[config.mk]
export PLATFORM = sky130hd
export DESIGN_NAME = wallace_fold_seq
export DESIGN_NICKNAME = d
export VERILOG_FILES = /design/src/rtl/wallace_pkg.sv /design/src/rtl/wallace_fold_seq_compressor.sv /design/src/rtl/wallace_fold_seq.sv
export SDC_FILE = /design/constraint.sdc
export NUM_CORES = 2
export LEC_CHECK = 0
export CELL_PAD_IN_SITES_DETAIL_PLACEMENT = 1
export CELL_PAD_IN_SITES_GLOBAL_PLACEMENT = 1
export CORE_ASPECT_RATIO = 1.25
export CORE_MARGIN = 2
export CORE_UTILIZATION = 40
export CTS_BUF_LIST = sky130_fd_sc_hd__clkbuf_8
export DETAILED_ROUTE_END_ITERATION = 8
export GPL_ROUTABILITY_DRIVEN = 0
export MAX_ROUTING_LAYER = met4
export PLACE_DENSITY = 0.82
export SYNTH_ARGS = -nofsm -noshare
export SYNTH_HDL_FRONTEND = slang
export SYNTH_HIERARCHICAL = 1
export SYNTH_SLANG_ARGS = --single-unit
[constraint.sdc]
create_clock -name clk -period 4.45 [get_ports clk]
set_input_delay 0.445 -clock clk [delete_from_list [all_inputs] [get_ports clk]]
set_output_delay 0.445 -clock clk [all_outputs]
set_load 0.005 [all_outputs]
[src/rtl/wallace_pkg.sv]
// rtl/wallace_pkg.sv - shared types and constants for the folded Wallace reduction controller
package wallace_pkg;

   localparam int ROW_W    = 48;
   localparam int MAX_ROWS = 12;

   typedef enum logic [1:0] {
      IDLE = 2'd0,
      RUN  = 2'd1,
      DONE = 2'd2
   } state_t;

   // Number of 4:2 compression steps needed to bring n live rows down to two.
   // Counts above MAX_ROWS saturate, and fewer than three rows need no step.
   function automatic logic [3:0] steps(input logic [3:0] n);
      logic [3:0] n_sat;
      n_sat = (n > 4'(MAX_ROWS)) ? 4'(MAX_ROWS) : n;
      if (n_sat <= 4'd2) begin
         steps = 4'd0;
      end else begin
         steps = (n_sat - 4'd1) >> 1;
      end
   endfunction

endpackage

[src/rtl/wallace_fold_seq_compressor.sv]
// rtl/wallace_fold_seq_compressor.sv - 4:2 row compressor built from two carry-save full-adder layers
module F_t_file #(
   parameter int W = 48
) (
   input  logic [W-1:0] p_1_i,
   input  logic [W-1:0] p_2_i,
   input  logic [W-1:0] p_3_i,
   input  logic [W-1:0] p_4_i,
   output logic [W-1:0] carry_o,
   output logic [W-1:0] sum_o
);

   logic [W-1:0] s1;
   logic [W-1:0] c1;
   logic [W-1:0] c1_sh;

   // First layer folds p_1..p_3 into a sum and a majority carry.
   assign s1    = p_1_i ^ p_2_i ^ p_3_i;
   assign c1    = (p_1_i & p_2_i) | (p_1_i & p_3_i) | (p_2_i & p_3_i);

   // The intermediate carry moves one column up; its top bit leaves the row (mod 2^W).
   assign c1_sh = c1 << 1;

   // Second layer adds p_4 and the shifted intermediate carry, so that
   // sum_o + (carry_o << 1) == p_1 + p_2 + p_3 + p_4 (mod 2^W).
   assign sum_o   = s1 ^ p_4_i ^ c1_sh;
   assign carry_o = (s1 & p_4_i) | (s1 & c1_sh) | (p_4_i & c1_sh);

endmodule

[src/rtl/wallace_fold_seq.sv]
// rtl/wallace_fold_seq.sv - folded Wallace reduction over a row queue with one shared 4:2 compressor
module wallace_fold_seq
   import wallace_pkg::*;
#(
   parameter int W    = ROW_W,
   parameter int ROWS = MAX_ROWS
) (
   input  logic                clk,
   input  logic                rst,
   input  logic                in_valid,
   output logic                in_ready,
   input  logic [ROWS*W-1:0]   pp_rows,
   input  logic [3:0]          in_rows,
   output logic                out_valid,
   input  logic                out_ready,
   output logic [W-1:0]        carry_out,
   output logic [W-1:0]        sum_out,
   output logic                busy
);

   state_t       state_q, state_d;
   logic [W-1:0] q_q [ROWS];
   logic [W-1:0] q_d [ROWS];
   logic [3:0]   cnt_q, cnt_d;
   logic         out_valid_q;
   logic [W-1:0] carry_q, sum_q;

   logic [3:0]   n_sat;
   logic [3:0]   take;
   logic [3:0]   keep;
   logic [W-1:0] p_row [4];
   logic [W-1:0] cmp_carry;
   logic [W-1:0] cmp_sum;
   logic [W-1:0] carry_sh;
   logic         accept;

   assign n_sat  = (in_rows > 4'(ROWS)) ? 4'(ROWS) : in_rows;
   assign accept = (state_q == IDLE) && in_valid;
   assign take   = (cnt_q >= 4'd4) ? 4'd4 : cnt_q;
   assign keep   = cnt_q - take;

   // Head of the queue feeds the compressor; slots past the live count read as zero.
   always_comb begin
      for (int k = 0; k < 4; k++) begin
         p_row[k] = (4'(k) < cnt_q) ? q_q[k] : '0;
      end
   end

   F_t_file #(.W(W)) u_cmp (
      .p_1_i   (p_row[0]),
      .p_2_i   (p_row[1]),
      .p_3_i   (p_row[2]),
      .p_4_i   (p_row[3]),
      .carry_o (cmp_carry),
      .sum_o   (cmp_sum)
   );

   // Carry row is weight-aligned before it re-enters the queue; the bit shifted out is dropped.
   assign carry_sh = cmp_carry << 1;

   // Queue next-state: load on accept, or pop four and append carry then sum while running.
   always_comb begin
      cnt_d = cnt_q;
      for (int r = 0; r < ROWS; r++) begin
         q_d[r] = q_q[r];
      end
      if (accept) begin
         for (int r = 0; r < ROWS; r++) begin
            q_d[r] = (4'(r) < n_sat) ? pp_rows[r*W +: W] : '0;
         end
         cnt_d = (n_sat < 4'd2) ? 4'd2 : n_sat;
      end else if (state_q == RUN) begin
         for (int r = 0; r < ROWS; r++) begin
            if (4'(r) == keep) begin
               q_d[r] = carry_sh;
            end else if (4'(r) == keep + 4'd1) begin
               q_d[r] = cmp_sum;
            end else begin
               q_d[r] = '0;
            end
         end
         for (int r = 0; r < ROWS - 4; r++) begin
            if (4'(r) < keep) begin
               q_d[r] = q_q[r + 4];
            end
         end
         cnt_d = keep + 4'd2;
      end
   end

   // Controller next-state and handshake outputs.
   always_comb begin
      state_d  = state_q;
      in_ready = 1'b0;
      busy     = 1'b0;
      case (state_q)
         IDLE: begin
            in_ready = 1'b1;
            if (in_valid) begin
               state_d = (n_sat <= 4'd2) ? DONE : RUN;
            end
         end
         RUN: begin
            busy = 1'b1;
            if (cnt_d == 4'd2) begin
               state_d = DONE;
            end
         end
         DONE: begin
            busy = 1'b1;
            if (out_valid_q && out_ready) begin
               state_d = IDLE;
            end
         end
         default: begin
            state_d = IDLE;
         end
      endcase
   end

   // State and row queue registers.
   always_ff @(posedge clk) begin
      if (rst) begin
         state_q <= IDLE;
         cnt_q   <= 4'd0;
         for (int r = 0; r < ROWS; r++) begin
            q_q[r] <= '0;
         end
      end else begin
         state_q <= state_d;
         cnt_q   <= cnt_d;
         for (int r = 0; r < ROWS; r++) begin
            q_q[r] <= q_d[r];
         end
      end
   end

   // Result registers capture the final pair once in DONE and hold it until taken.
   always_ff @(posedge clk) begin
      if (rst) begin
         out_valid_q <= 1'b0;
         carry_q     <= '0;
         sum_q       <= '0;
      end else if ((state_q == DONE) && !out_valid_q) begin
         out_valid_q <= 1'b1;
         carry_q     <= q_q[0];
         sum_q       <= q_q[1];
      end else if (out_valid_q && out_ready) begin
         out_valid_q <= 1'b0;
      end
   end

   assign out_valid = out_valid_q;
   assign carry_out = carry_q;
   assign sum_out   = sum_q;

endmodule

==> impl_metrics.tcl <==
set metrics [dict create \
    status "complete, no violations" \
    cts_tree "yes" \
    post_cts.repair.setup_buffers 0 \
    clock_sinks 679 \
    preCtsSetupSlack_ns 0.804 \
    power.internal_w 0.0168 \
    drv_slew 0 \
    first_global_vias 49200 \
    wl_um 238000 \
    grt-ovfl-total 0 \
    vias 48696 \
    fillers 11701 \
    cp.arrival_ns 4.52 \
    grt_pass1_wl_um 341000 \
    p_comb_share_pct 53.2 \
    yosysWarnings 6 \
    finalHoldViolCount 0 \
    p_sw_w 0.0158 \
    cts_resized 0 \
    ant_nets 0 \
    root_buffer "clkbuf_8" \
    vdd_drop_max_v 0.000506 \
    post-route-util_pct 50.4 \
    die_area_mm2 0.104 \
    area_growth_pct 25.1 \
    power.share.clock_pct 18.6 \
    port-buffer-count 682 \
    p_leak_nw 18.3 \
    syn-cell-area_mm2 0.0405 \
    viasPerCell 7.33 \
    antenna_found_initial 19 \
    critical_path_class "reg -> reg" \
    cts_made_buffers 117 \
    synth.avg_cell_area_um2 8.18 \
    setup_viol 0 \
    critPathRequiredTime_ns 5.17 \
    hold_depth 2 \
    synthArstFlopShare_pct 0 \
    setup_ws_ns 0.642 \
    synth-main-ff-cell "dfxtp_1" \
    drc 0 \
    dr.pass1.iters 6 \
    crit_fanout 29 \
    place_hpwl_um 148000 \
    start_util_pct 40.3 \
    dieHeight_um 360 \
    syn_inst 4948 \
    reg2regPathDepth 9 \
    skew_ns 0.0520 \
    nets 5903 \
    tightest_slew_ns 1.32 \
    yosysSeqAreaShare_pct 33.6 \
    fp.dieW_um 288 \
    track_usage_pct 45.5 \
    grt_max_degree 193 \
    post_drt_wl_per_cell_um 35.8 \
    num_rows 130 \
    min_period_ns 3.81 \
    clk_pin_slew_ns 0.07 \
    pin_count 683 \
    drv_cap 0 \
    rsz0062_at_grt "false" \
    start_kind "flip-flop" \
    yosysUniqueCellTypes 69 \
    drtIter0Drc 7566 \
    p_per_area_mw_per_mm2 643 \
    core_mm2 0.100 \
    ctsHoldBuffers 0 \
    synth_nets 5635 \
    switching_share_pct 48.5 \
    setup_tns_ns 0 \
    drive_above_1_share_pct 9.58 \
    min_path_type "in -> reg" \
    relSlewSlack_pct 12.2 \
    max_freq_ghz 0.263 \
    worst_setup_path_end_kind "flip-flop" \
    max-clock-path-buffers 3 \
    clock_latency_ns 0.82 \
    synth-seq-cells 679 \
    synth-edff-count 0 \
    p_seq_share_pct 28.2 \
    htreeDepth 3 \
    power_w 0.0325 \
    period_share_pct 85.6 \
]
## power by group through the flow
stage	logic [W]	clock network [W]	registers (W)
finish	0.0173	0.00604	0.00918
global route	0.0181	0.00629	0.00926
CTS	0.0166	0.00601	0.00906
detailed placement	0.0165	0	0.00917
global placement	0.0161	0	0.00910
floorplan	0.0104	0	0.00867
## critical path, stage by stage (launching register included)
cell	delay, ns
dfxtp_1	0.32
or2_2	0.37
nor2_4	0.12
buf_4	0.52
nor2b_1	0.17
fa_1	0.53
fa_1	0.90
a221o_1	0.27
o211ai_1	0.17
a211oi_1	0.30
## metal layers
layer | part of all wire (%) | up-vias | GRT usage [%]
met5 | 0 | - | -
met4 | 9.5 | 0 | 35.3
met3 | 14 | 1286 | 15.2
met2 | 42 | 4273 | 64.3
met1 | 35 | 23841 | 52.6
li1 | - | 19296 | -
## final timing paths
| path | endpoint | slack (ns) | from |
|---|---|---|---|
| setup / recovery | q_q[0][90] | 0.64 | cnt_q[2] |
| hold / removal | carry_out[43] | 0.15 | rst |
| setup reg to reg | q_q[0][90] | 0.64 | cnt_q[2] |
| hold reg to reg | sum_out[16] | 0.46 | sum_out[16] |
## final cells by class
cell class,count,area (um2),share of cell area (%)
clock buffers,147,2020,4.00
well taps,1320,1650,3.26
clock inverters,61,343,0.677
repair buffers,831,8410,16.6
multi-input cells,3573,24500,48.4
diodes,20,50.0,0.0989
inverters,14,57.6,0.114
flip-flops and latches,679,13600,26.9
## registers in the layout (all words and copies together), names as in the netlist
| register | flops |
|---|---|
| carry_out | 48 |
| cnt_q | 4 |
| out_valid | 1 |
| q_q | 576 |
| state_q | 2 |
| sum_out | 48 |
## cell families (layout without fill, tap and decap cells)
family | after synthesis | count (layout) | share of synthesized area, %
and+or+nand+nor | 1352 | 1352 | 15.4
other | 2 | 22 | 0.0186
adders and majority gates | 103 | 103 | 4.93
buffers and inverters | 696 | 1053 | 6.94
xor gates and xnor gates | 5 | 5 | 0.145
DFF | 679 | 679 | 33.6
muxes | 49 | 49 | 1.22
AOI/OAI and AO/OA | 2062 | 2062 | 37.7
## stage by stage
stage	cells	hold WS [ns]	cell area [um2]
after floorplan	4948	0.435	40500
after global placement	6417	0.443	48200
after detailed placement	6417	0.448	48200
after CTS	6625	0.173	50600
after global routing	6645	0.227	50600
final	6645	0.148	50600
## cells in the final DEF, fill, tap and decap left out, types with 38 or more instances in the layout
cell type | synthesis | routed
and2_1 | 99 | 97
clkdlybuf4s50_1 | 0 | 681
a21oi_1 | 571 | 569
o221ai_1 | 94 | 94
clkbuf_8 | 0 | 147
a21o_1 | 48 | 48
fa_1 | 94 | 94
a221oi_1 | 226 | 226
nor2b_1 | 133 | 132
o22ai_1 | 47 | 47
a22o_1 | 188 | 188
nand2_1 | 479 | 471
o32ai_1 | 48 | 47
o221a_2 | 89 | 89
dfxtp_1 | 679 | 678
nor4_1 | 49 | 49
inv_1 | 12 | 54
a221o_1 | 126 | 126
buf_4 | 7 | 112
a2111oi_0 | 39 | 39
a22oi_1 | 94 | 94
mux2i_1 | 48 | 48
nor2_1 | 318 | 299
a211oi_1 | 144 | 144
o211ai_1 | 47 | 47
nor3_1 | 229 | 224
a2111oi_2 | 38 | 38
o21ai_0 | 195 | 192
## synthesized netlist by cell type (all sizes together) (47+ instances only)
cell	n	share of area (%)
a2111oi	77	2.3
a211oi	145	2.7
a21o	48	0.89
a21oi	573	7.1
a221o	126	3.1
a221oi	226	4.9
a22o	188	4.1
a22oi	94	1.7
and2	99	1.5
buf	151	1.9
clkbuf	531	4.9
dfxtp	679	34
fa	94	4.7
mux2i	48	1.2
nand2	479	4.4
nor2	319	3.0
nor2b	133	2.1
nor3	229	2.8
nor4	51	0.82
o211ai	47	0.87
o21ai	200	2.5
o221a	95	2.6
o221ai	94	2.0
o22ai	47	0.73
o32ai	48	1.0
Power figures use the tool's default switching activity.
